File: config.mk
export PLATFORM = sky130hd
export DESIGN_NAME = pc_fetch_stage_flat
export DESIGN_NICKNAME = d
export VERILOG_FILES = /design/src/rtl/pc_fetch_stage_if.sv /design/src/rtl/pc_fetch_stage.sv /design/src/flat_wrapper.sv
export SDC_FILE = /design/constraint.sdc
export NUM_CORES = 1
export LEC_CHECK = 0
export ABC_CLOCK_PERIOD_IN_PS = 1700
export CAP_MARGIN = 30
export CORE_MARGIN = 2
export CORE_UTILIZATION = 45
export DETAILED_ROUTE_END_ITERATION = 8
export HOLD_SLACK_MARGIN = 0.12
export PLACE_DENSITY = 0.78
export SYNTH_ARGS = -nofsm -noshare
export SYNTH_HDL_FRONTEND = slang
export SYNTH_SLANG_ARGS = --single-unit
export TNS_END_PERCENT = 10
File: constraint.sdc
create_clock -name clk -period 1.7 [get_ports clk]
set_input_delay 0.34 -clock clk [delete_from_list [all_inputs] [get_ports clk]]
set_output_delay 0.34 -clock clk [all_outputs]
set_load 0.01 [all_outputs]
File: src/rtl/pc_fetch_stage_if.sv
// pc_fetch_stage_if: instruction-fetch request/ready channel between the PC stage and instruction memory.
interface pc_fetch_stage_if #(parameter int WIDTH = 32);
  logic             req;
  logic [WIDTH-1:0] addr;
  logic             ready;
  modport master (output req, addr, input ready);
  modport slave  (input req, addr, output ready);
endinterface

File: src/rtl/pc_fetch_stage.sv
// pc_fetch_stage: PC register and fetch sequencer with a one-entry deferred-redirect buffer.
// Optional MISALIGN_TRAP_EN: misaligned redirects halt the stage and set a sticky misalign_err.
module pc_fetch_stage #(
  parameter int               WIDTH    = 32,
  parameter logic [WIDTH-1:0] RESET_PC = '0,
  parameter int               STEP     = 4
) (
  input  logic             clk,
  input  logic             rst_n,
  pc_fetch_stage_if.master imem,
  input  logic             redirect,
  input  logic [WIDTH-1:0] redirect_pc,
  input  logic             halt,
  output logic [WIDTH-1:0] pc_plus_step,
  output logic             fetch_kill,
  output logic             misalign_err
);
  typedef enum logic [1:0] {BOOT, RUN, HALTED} state_t;
  state_t           state;
  logic [WIDTH-1:0] pc, pend_pc, tgt;
  logic             pend_v, fire;
  assign fire         = imem.req & imem.ready;
  assign imem.addr    = pc;
  assign pc_plus_step = pc + WIDTH'(STEP);
  assign fetch_kill   = fire & (redirect | pend_v);
  assign tgt          = redirect_pc & ~WIDTH'(3);
`ifndef MISALIGN_TRAP_EN
  assign misalign_err = 1'b0;
`endif
  always_ff @(posedge clk or negedge rst_n) begin
    if (!rst_n) begin
      state    <= BOOT;
      pc       <= RESET_PC;
      pend_pc  <= RESET_PC;
      pend_v   <= 1'b0;
      imem.req <= 1'b0;
`ifdef MISALIGN_TRAP_EN
      misalign_err <= 1'b0;
`endif
    end else
`ifdef MISALIGN_TRAP_EN
    // the faulting target stays in pc so a debugger can see where the jump went
    if (redirect && |redirect_pc[1:0]) begin
      misalign_err <= 1'b1;
      state        <= HALTED;
      imem.req     <= 1'b0;
      pc           <= redirect_pc;
      pend_v       <= 1'b0;
    end else
`endif
    case (state)
      BOOT: begin
        if (redirect) pc <= tgt;
        state    <= RUN;
        imem.req <= 1'b1;
      end
      RUN: begin
        if (fire) begin
          pc     <= redirect ? tgt : pend_v ? pend_pc : pc + WIDTH'(STEP);
          pend_v <= 1'b0;
          if (halt) begin
            state    <= HALTED;
            imem.req <= 1'b0;
          end
        end else if (redirect) begin
          pend_pc <= tgt;
          pend_v  <= 1'b1;
        end
      end
      HALTED: begin
        if (redirect) pc <= tgt;
        if (!halt && !misalign_err) begin
          state    <= RUN;
          imem.req <= 1'b1;
        end
      end
      default: begin
        state    <= BOOT;
        imem.req <= 1'b0;
      end
    endcase
  end
endmodule

File: src/flat_wrapper.sv
// flat-port wrapper written by rule: the top's interface ports become plain ports
module pc_fetch_stage_flat 
#(
  parameter int               WIDTH    = 32,
  parameter logic [WIDTH-1:0] RESET_PC = '0,
  parameter int               STEP     = 4
)
  (clk, rst_n, redirect, redirect_pc, halt, pc_plus_step, fetch_kill, misalign_err, imem_req, imem_addr, imem_ready);
  pc_fetch_stage_if #(.WIDTH(WIDTH)) imem_i ();
  input  logic clk;
  input  logic rst_n;
  input  logic redirect;
  input  logic [WIDTH-1:0] redirect_pc;
  input  logic halt;
  output logic [WIDTH-1:0] pc_plus_step;
  output logic fetch_kill;
  output logic misalign_err;
  output wire logic [$bits(imem_i.req)-1:0] imem_req;
  output wire logic [$bits(imem_i.addr)-1:0] imem_addr;
  input wire logic [$bits(imem_i.ready)-1:0] imem_ready;
  assign imem_req = imem_i.req;
  assign imem_addr = imem_i.addr;
  assign imem_i.ready = imem_ready;
  pc_fetch_stage #(.WIDTH(WIDTH), .RESET_PC(RESET_PC), .STEP(STEP)) u_core (.clk(clk), .rst_n(rst_n), .imem(imem_i), .redirect(redirect), .redirect_pc(redirect_pc), .halt(halt), .pc_plus_step(pc_plus_step), .fetch_kill(fetch_kill), .misalign_err(misalign_err));
endmodule
==> impl_metrics.xml, run 1 <==
<?xml version="1.0" encoding="UTF-8"?>
<metrics>
  <group name="run_status">
    <metric name="run_status" unit="">finished with violations</metric>
    <metric name="failing_checks" unit="">setup timing</metric>
  </group>
  <group name="clocking">
    <metric name="clk_root_buffer_cell" unit="">clkbuf_8</metric>
    <metric name="clk-insertion-delay-late" unit="ps">360</metric>
    <metric name="numCtsBuffers" unit="">9</metric>
    <metric name="cts_tree" unit="">done</metric>
    <metric name="htree_levels" unit="">3</metric>
    <metric name="cts_num_sinks" unit="">63</metric>
    <metric name="clock_tree.buffer_depth" unit="">2</metric>
    <metric name="clk_transition_reported_paths" unit="ps">80</metric>
  </group>
  <group name="pwr">
    <metric name="power_leakage" unit="nW">2.90</metric>
    <metric name="pwr_cell_area" unit="nW/um^2">1300</metric>
    <metric name="vdd_drop_max" unit="mV">0.714</metric>
  </group>
  <group name="worst_setup_path">
    <metric name="timing.critical_path.mode_cell" unit="">buf_6</metric>
    <metric name="r2r_start" unit="">u_core.imem.addr[8]</metric>
    <metric name="cpPeakStageDelay" unit="ps">410</metric>
    <metric name="data_required_time_of_the_worst_path" unit="ps">1360</metric>
    <metric name="r2r_setup_slack" unit="ps">-270</metric>
    <metric name="r2r_end" unit="">u_core.imem.addr[23]</metric>
    <metric name="critical_path.slowest_cell" unit="">dfrtp_2</metric>
    <metric name="cp-end-kind" unit="">output port</metric>
    <metric name="cp.arrival" unit="ps">2090</metric>
    <metric name="crit_path_max_fanout" unit="">5</metric>
    <metric name="critical_path_class" unit="">reg2out</metric>
    <metric name="worst-r2r-cell-count" unit="">9</metric>
    <metric name="cells_along_the_critical_path" unit="">nand4_4 &gt; nor3_4 &gt; buf_6 &gt; buf_6 &gt; nand4_1 &gt; xnor2_2 &gt; buf_2</metric>
    <metric name="critPathLaunchType" unit="">register</metric>
  </group>
  <group name="timing">
    <metric name="clock_period_minus_final_worst_setup_slack" unit="ps">2430</metric>
    <metric name="slew_violations" unit="">0</metric>
    <metric name="tns" unit="ps">-14700</metric>
    <metric name="timing.final.setup_violations" unit="">45</metric>
    <metric name="final_hold_viol_count" unit="">0</metric>
    <metric name="rsz0062_at_grt" unit="">yes</metric>
    <metric name="fin_crit_sh" unit="%">143</metric>
    <metric name="timing.final.ws_setup" unit="ps">-734</metric>
    <metric name="finalHoldWorstSlack" unit="ps">369</metric>
    <metric name="max_freq" unit="GHz">0.411</metric>
    <metric name="finalClockSkew" unit="ps">11.0</metric>
  </group>
  <group name="synth">
    <metric name="mappedNetlistArea" unit="sq um">3940</metric>
    <metric name="synthCells" unit="">395</metric>
    <metric name="synth.top_cell.area_share" unit="%">40.1</metric>
    <metric name="synthTopCellsByCount" unit="">dfrtp_1 (63), nand2_1 (34), a21oi_1 (32)</metric>
    <metric name="ys_dominant_reg_cell" unit="">dfrtp_1</metric>
    <metric name="synth.most_common_cell" unit="">dfrtp_1</metric>
    <metric name="yosys.area.top_type" unit="">dfrtp_1</metric>
    <metric name="synth.avg_cell_area" unit="sq um">9.96</metric>
    <metric name="post_synth_edffs" unit="">0</metric>
    <metric name="yosysWarningCount" unit="">0</metric>
    <metric name="synth_seq_area_share" unit="%">40.1</metric>
    <metric name="ys_seq_elements" unit="">63</metric>
    <metric name="synth_top_cells_by_area" unit="">dfrtp_1 (40%), mux2_2 (7.7%), a21oi_1 (4.1%)</metric>
    <metric name="asyncSetResetFlopFracSynth" unit="%">100</metric>
    <metric name="netlist-cell-type-count" unit="">64</metric>
  </group>
  <group name="global_route">
    <metric name="grt_pass1_wl" unit="um">21300</metric>
    <metric name="globalRouteOverflowTotal" unit="">0</metric>
    <metric name="grt_max_degree" unit="">32</metric>
    <metric name="first_global_vias" unit="">4207</metric>
    <metric name="antenna_found_initial" unit="">0</metric>
    <metric name="track_usage" unit="%">28.2</metric>
  </group>
  <group name="finish">
    <metric name="regArea" unit="sq um">1600</metric>
    <metric name="fillers" unit="">576</metric>
    <metric name="multi_input_area" unit="sq um">2450</metric>
    <metric name="area_growth_syn_to_layout" unit="%">60.3</metric>
    <metric name="antenna_cells" unit="">0</metric>
    <metric name="layout-drive-gt1-share" unit="%">45.7</metric>
    <metric name="design.final.nets" unit="">637</metric>
  </group>
  <group name="floorplanning">
    <metric name="start_util" unit="%">45.8</metric>
    <metric name="die-width" unit="um">97.5</metric>
    <metric name="die_y" unit="um">97.5</metric>
    <metric name="number_of_cell_rows" unit="">34</metric>
    <metric name="dieArea" unit="sq um">9510</metric>
    <metric name="fp.coreArea" unit="sq um">8590</metric>
    <metric name="io_pins" unit="">104</metric>
  </group>
  <group name="worst_hold_path">
    <metric name="worst_hold_startpoint" unit="">redirect</metric>
    <metric name="min_to" unit="">u_core.pend_v</metric>
    <metric name="hold_path.class" unit="">in2reg</metric>
    <metric name="hold_depth" unit="">3</metric>
  </group>
  <group name="place">
    <metric name="port-buffer-count" unit="">96</metric>
    <metric name="gpl.final_weighted_congestion" unit="">0.909</metric>
    <metric name="dp_hpwl" unit="um">9160</metric>
  </group>
  <group name="drt">
    <metric name="route.vias.total" unit="">4247</metric>
    <metric name="post_drt_via_cell_ratio" unit="">5.96</metric>
    <metric name="detail_route.wl_per_cell" unit="um">19.9</metric>
    <metric name="drc" unit="">0</metric>
    <metric name="dr.pass1.iters" unit="">6</metric>
    <metric name="detail_route.wirelength" unit="um">14200</metric>
    <metric name="route.antenna.remaining_nets" unit="">0</metric>
    <metric name="dr.first_iter.drc_count" unit="">403</metric>
  </group>
  <group name="job">
    <metric name="cap_violations" unit="">0</metric>
  </group>
</metrics>
-- report_power, final --
group / leakage [nW] / switching, mW / internal, mW
Clock: 0.122 / 0.635 / 1.01
Combinational: 2.04 / 2.05 / 2.05
Sequential: 0.735 / 0.447 / 1.98
Total: 2.90 / 3.14 / 5.04
-- routing by layer --
| metal | GRT usage (%) | vias up | part of all wire, % |
|---|---|---|---|
| met3 | 7.12 | 73 | 8.3 |
| met2 | 47.3 | 263 | 50 |
| met4 | 12.1 | 0 | 4.5 |
| li1 | - | 1850 | - |
| met5 | 0 | - | 0 |
| met1 | 34.3 | 2061 | 38 |
-- layout make-up --
cell class | count | share of cell area (%)
sequential | 63 | 25.3
clock buffer | 10 | 2.18
multi-input combinational | 294 | 38.8
clock inverter | 6 | 1.71
inverter | 12 | 0.714
timing repair buffer | 219 | 29.2
tap | 108 | 2.14
-- how the worst max path moves through the flow --
stage	from	endpoint	slack, ps	cells past startpoint
2_1_floorplan	u_core.imem.addr[21]	pc_plus_step[26]	-40	5
3_3_place_gp	u_core.imem.addr[5]	pc_plus_step[30]	-510	6
3_5_place_dp	u_core.imem.addr[5]	pc_plus_step[18]	-580	5
4_1_cts	u_core.imem.addr[3]	pc_plus_step[23]	-580	7
5_1_grt	u_core.imem.addr[6]	pc_plus_step[31]	-770	7
6_report	u_core.imem.addr[6]	pc_plus_step[31]	-730	7
-- registers in the layout, indices dropped and copies added (netlist names) --
register	count
u_core.imem.addr	30
u_core.pend_pc	30
u_core.imem.req	1
u_core.pend_v	1
u_core.state	1
-- through the flow --
stage	instances	total power [mW]	util, %	setup slack [ps]	instance area (sq um)
floorplan	399	4.21	-	-44.4	4030
global placement	676	6.40	66.9	-509	5750
detailed placement	676	6.53	66.9	-577	5750
CTS	712	7.88	71.8	-582	6170
global route	712	8.52	73.4	-765	6310
finish	712	8.17	73.4	-734	6310
-- cell usage in the layout (no fill, tap or decap), types with 10 or more instances in the layout --
cell	n
and3_1	10
buf_6	12
nor2_1	14
dfrtp_1	47
dfrtp_2	16
clkdlybuf4s50_1	32
nand2_1	30
dlygate4sd2_1	32
buf_4	106
nand3_1	17
a21oi_1	31
clkbuf_8	10
inv_1	11
o21ai_0	13
buf_2	24
mux2_2	27
-- worst max-delay path, delay by kind of cell, from the launching register on --
kind / cells / cell delay, ps
XOR/XNOR: 1 / 270
AND/OR/NAND/NOR: 3 / 620
flip-flops: 1 / 410
buffers and inverters: 3 / 420
-- timing repair --
action	in CTS	in global routing
pin swaps	23	27
gates cloned	0	0
resized for setup	167	39
setup buffers	20	5
hold buffers	1	0
endpoints found under the hold margin	57	0
setup endpoints to repair	77	82
-- kinds of logic after synthesis --
group / after synthesis / synth area share (%)
adders and majority gates: 1 / 0.318
DFF: 63 / 40.1
AOI/OAI and AO/OA: 93 / 15.8
muxes: 34 / 9.54
and+or+nand+nor: 133 / 21.3
buffers and inverters: 42 / 6.39
other: 1 / 0.0953
xor gates and xnor gates: 28 / 6.42
Power figures use the tool's default switching activity.
==> run 2, diff against run 1 <==
- CORE_MARGIN: 2 -> 10
- SKIP_LAST_GASP: not set -> 1
==> run 2 against run 1 <==
The flow still finishes with violations (setup timing). Clock power decreased by 20%. Clock-buffer cell count increased by 2. Fmax increased by 4.8%.
==> impl_metrics.xml, run 2 (same netlist as run 1, synthesis figures left out) <==
<?xml version="1.0" encoding="UTF-8"?>
<metrics>
  <group name="drt">
    <metric name="route.antenna.remaining_nets" unit="">0</metric>
    <metric name="route.vias.total" unit="">4224</metric>
    <metric name="detail_route.wirelength" unit="um">14600</metric>
    <metric name="dr.pass1.iters" unit="">5</metric>
    <metric name="drc" unit="">0</metric>
    <metric name="post_drt_via_cell_ratio" unit="">5.87</metric>
    <metric name="detail_route.wl_per_cell" unit="um">20.2</metric>
    <metric name="dr.first_iter.drc_count" unit="">274</metric>
  </group>
  <group name="timing">
    <metric name="slew_violations" unit="">0</metric>
    <metric name="finalClockSkew" unit="ps">11.6</metric>
    <metric name="fin_crit_sh" unit="%">137</metric>
    <metric name="max_freq" unit="GHz">0.430</metric>
    <metric name="clock_period_minus_final_worst_setup_slack" unit="ps">2320</metric>
    <metric name="timing.final.setup_violations" unit="">107</metric>
    <metric name="rsz0062_at_grt" unit="">yes</metric>
    <metric name="finalHoldWorstSlack" unit="ps">499</metric>
    <metric name="tns" unit="ps">-21840</metric>
    <metric name="timing.final.ws_setup" unit="ps">-623</metric>
    <metric name="final_hold_viol_count" unit="">0</metric>
  </group>
  <group name="clocking">
    <metric name="clk_transition_reported_paths" unit="ps">80</metric>
    <metric name="clk-insertion-delay-late" unit="ps">350</metric>
    <metric name="clock_tree.buffer_depth" unit="">2</metric>
    <metric name="clk_root_buffer_cell" unit="">clkbuf_8</metric>
    <metric name="cts_tree" unit="">done</metric>
    <metric name="cts_num_sinks" unit="">63</metric>
    <metric name="htree_levels" unit="">3</metric>
    <metric name="numCtsBuffers" unit="">9</metric>
  </group>
  <group name="worst_setup_path">
    <metric name="cpPeakStageDelay" unit="ps">420</metric>
    <metric name="cp_top_family" unit="">simple AND/OR/NAND/NOR gates</metric>
    <metric name="critical_path_class" unit="">reg2out</metric>
    <metric name="critPathLaunchType" unit="">register</metric>
    <metric name="cells_along_the_critical_path" unit="">nand4_4 &gt; buf_4 &gt; nor4_2 &gt; nand3_1 &gt; xnor2_1 &gt; buf_2</metric>
    <metric name="cp-end-kind" unit="">output port</metric>
    <metric name="r2r_start" unit="">u_core.imem.addr[7]</metric>
    <metric name="critical_path.slowest_cell" unit="">dfrtp_2</metric>
    <metric name="cp.arrival" unit="ps">1980</metric>
    <metric name="crit_path_start" unit="">u_core.imem.addr[7]</metric>
    <metric name="crit_path_max_fanout" unit="">3</metric>
    <metric name="cp_num_buf_inv" unit="">2</metric>
    <metric name="data_required_time_of_the_worst_path" unit="ps">1360</metric>
  </group>
  <group name="global_route">
    <metric name="antenna_found_initial" unit="">0</metric>
    <metric name="grt_max_degree" unit="">64</metric>
    <metric name="track_usage" unit="%">21.5</metric>
    <metric name="globalRouteOverflowTotal" unit="">0</metric>
    <metric name="first_global_vias" unit="">4259</metric>
    <metric name="grt_pass1_wl" unit="um">22400</metric>
  </group>
  <group name="finish">
    <metric name="antenna_cells" unit="">0</metric>
    <metric name="layoutNonFillerInstCount" unit="">720</metric>
    <metric name="layout-drive-gt1-share" unit="%">42.3</metric>
    <metric name="final_cell_mix" unit="">buf_4 (118), clkdlybuf4s50_1 (69), dfrtp_1 (47), nand2_1 (33), a21oi_1 (31)</metric>
    <metric name="multi_input_area" unit="sq um">2340</metric>
    <metric name="area_growth_syn_to_layout" unit="%">59.0</metric>
    <metric name="mostFrequentLayoutCell" unit="">buf_4</metric>
    <metric name="regArea" unit="sq um">1600</metric>
    <metric name="fillers" unit="">555</metric>
    <metric name="design.final.nets" unit="">645</metric>
  </group>
  <group name="pwr">
    <metric name="pwr_cell_area" unit="nW/um^2">1290</metric>
    <metric name="vdd_drop_max" unit="mV">0.815</metric>
    <metric name="power_leakage" unit="nW">2.85</metric>
  </group>
  <group name="floorplanning">
    <metric name="io_pins" unit="">104</metric>
    <metric name="fp.coreArea" unit="sq um">8640</metric>
    <metric name="number_of_cell_rows" unit="">34</metric>
    <metric name="die_y" unit="um">114</metric>
    <metric name="die-width" unit="um">114</metric>
    <metric name="start_util" unit="%">45.6</metric>
    <metric name="dieArea" unit="sq um">12900</metric>
  </group>
  <group name="worst_hold_path">
    <metric name="hold_path.class" unit="">reg2reg</metric>
    <metric name="worst_hold_startpoint" unit="">u_core.pend_pc[4]</metric>
  </group>
  <group name="job">
    <metric name="cap_violations" unit="">0</metric>
  </group>
  <group name="place">
    <metric name="post-place-ws" unit="ps">-564</metric>
    <metric name="placed_cells_incl_taps" unit="">675</metric>
    <metric name="dp_hpwl" unit="um">9970</metric>
    <metric name="port-buffer-count" unit="">96</metric>
    <metric name="gpl.final_weighted_congestion" unit="">0.882</metric>
  </group>
  <group name="run_status">
    <metric name="run_status" unit="">finished with violations</metric>
    <metric name="failing_checks" unit="">setup timing</metric>
  </group>
</metrics>
==> run 2: changes by cell type in the layout (fill, tap and decap cells not counted), moves of 3 or more <==
cell	delta
buf_2	-5
clkdlybuf4s15_2	-4
dlygate4sd2_1	-27
clkdlybuf4s50_1	+37
nand2_2	-4
nand2_1	+3
buf_6	-6
buf_4	+12
==> run 2: layer usage <==
metal	vias up	global-route usage (%)	wire length, um
met1	2033	25.5	5520
met3	56	4.88	1290
li1	1876	-	-
met5	-	0	0
met2	259	36.1	7220
met4	0	9.64	541
==> run 2: final timing paths <==
check	cells past startpoint	end	slack [ps]
hold reg to reg	1	u_core.pend_pc[4]	500
min in group asynchronous	3	u_core.pend_pc[15]	540
setup / recovery	6	pc_plus_step[29]	-620
max in group asynchronous	3	u_core.imem.addr[12]	860
hold / removal	1	u_core.pend_pc[4]	500
setup reg to reg	10	u_core.imem.addr[25]	-500
==> run 2: through the flow <==
| step | total power, mW | util, % | instance area [sq um] |
|---|---|---|---|
| floorplan | 4.21 | - | 4030 |
| global placement | 6.49 | 66.8 | 5770 |
| global route | 8.48 | 72.5 | 6260 |
| CTS | 7.90 | 71.0 | 6130 |
| detailed placement | 6.62 | 66.8 | 5770 |
| finish | 8.08 | 72.5 | 6260 |
==> run 2: cell type report <==
cell class | count | area share (%)
Multi-Input combinational cell | 294 | 37.4
Clock buffer | 12 | 2.32
Sequential cell | 63 | 25.5
Inverter | 12 | 0.720
Tap cell | 108 | 2.16
Timing Repair Buffer | 227 | 31.2
Clock inverter | 4 | 0.720
==> run 2: power breakdown <==
group	internal, mW	switching [mW]
Sequential	1.98	0.438
Combinational	2.31	2.04
Clock	0.711	0.606
==> run 2: what timing repair did <==
item                                    in CTS  in global routing
hold buffers                                 1                  0
gates resized for setup                     96                 23
pin swaps                                   32                 24
setup buffers                               17                 12
endpoints found under the setup margin     102                117
endpoints found under the hold margin       63                  0
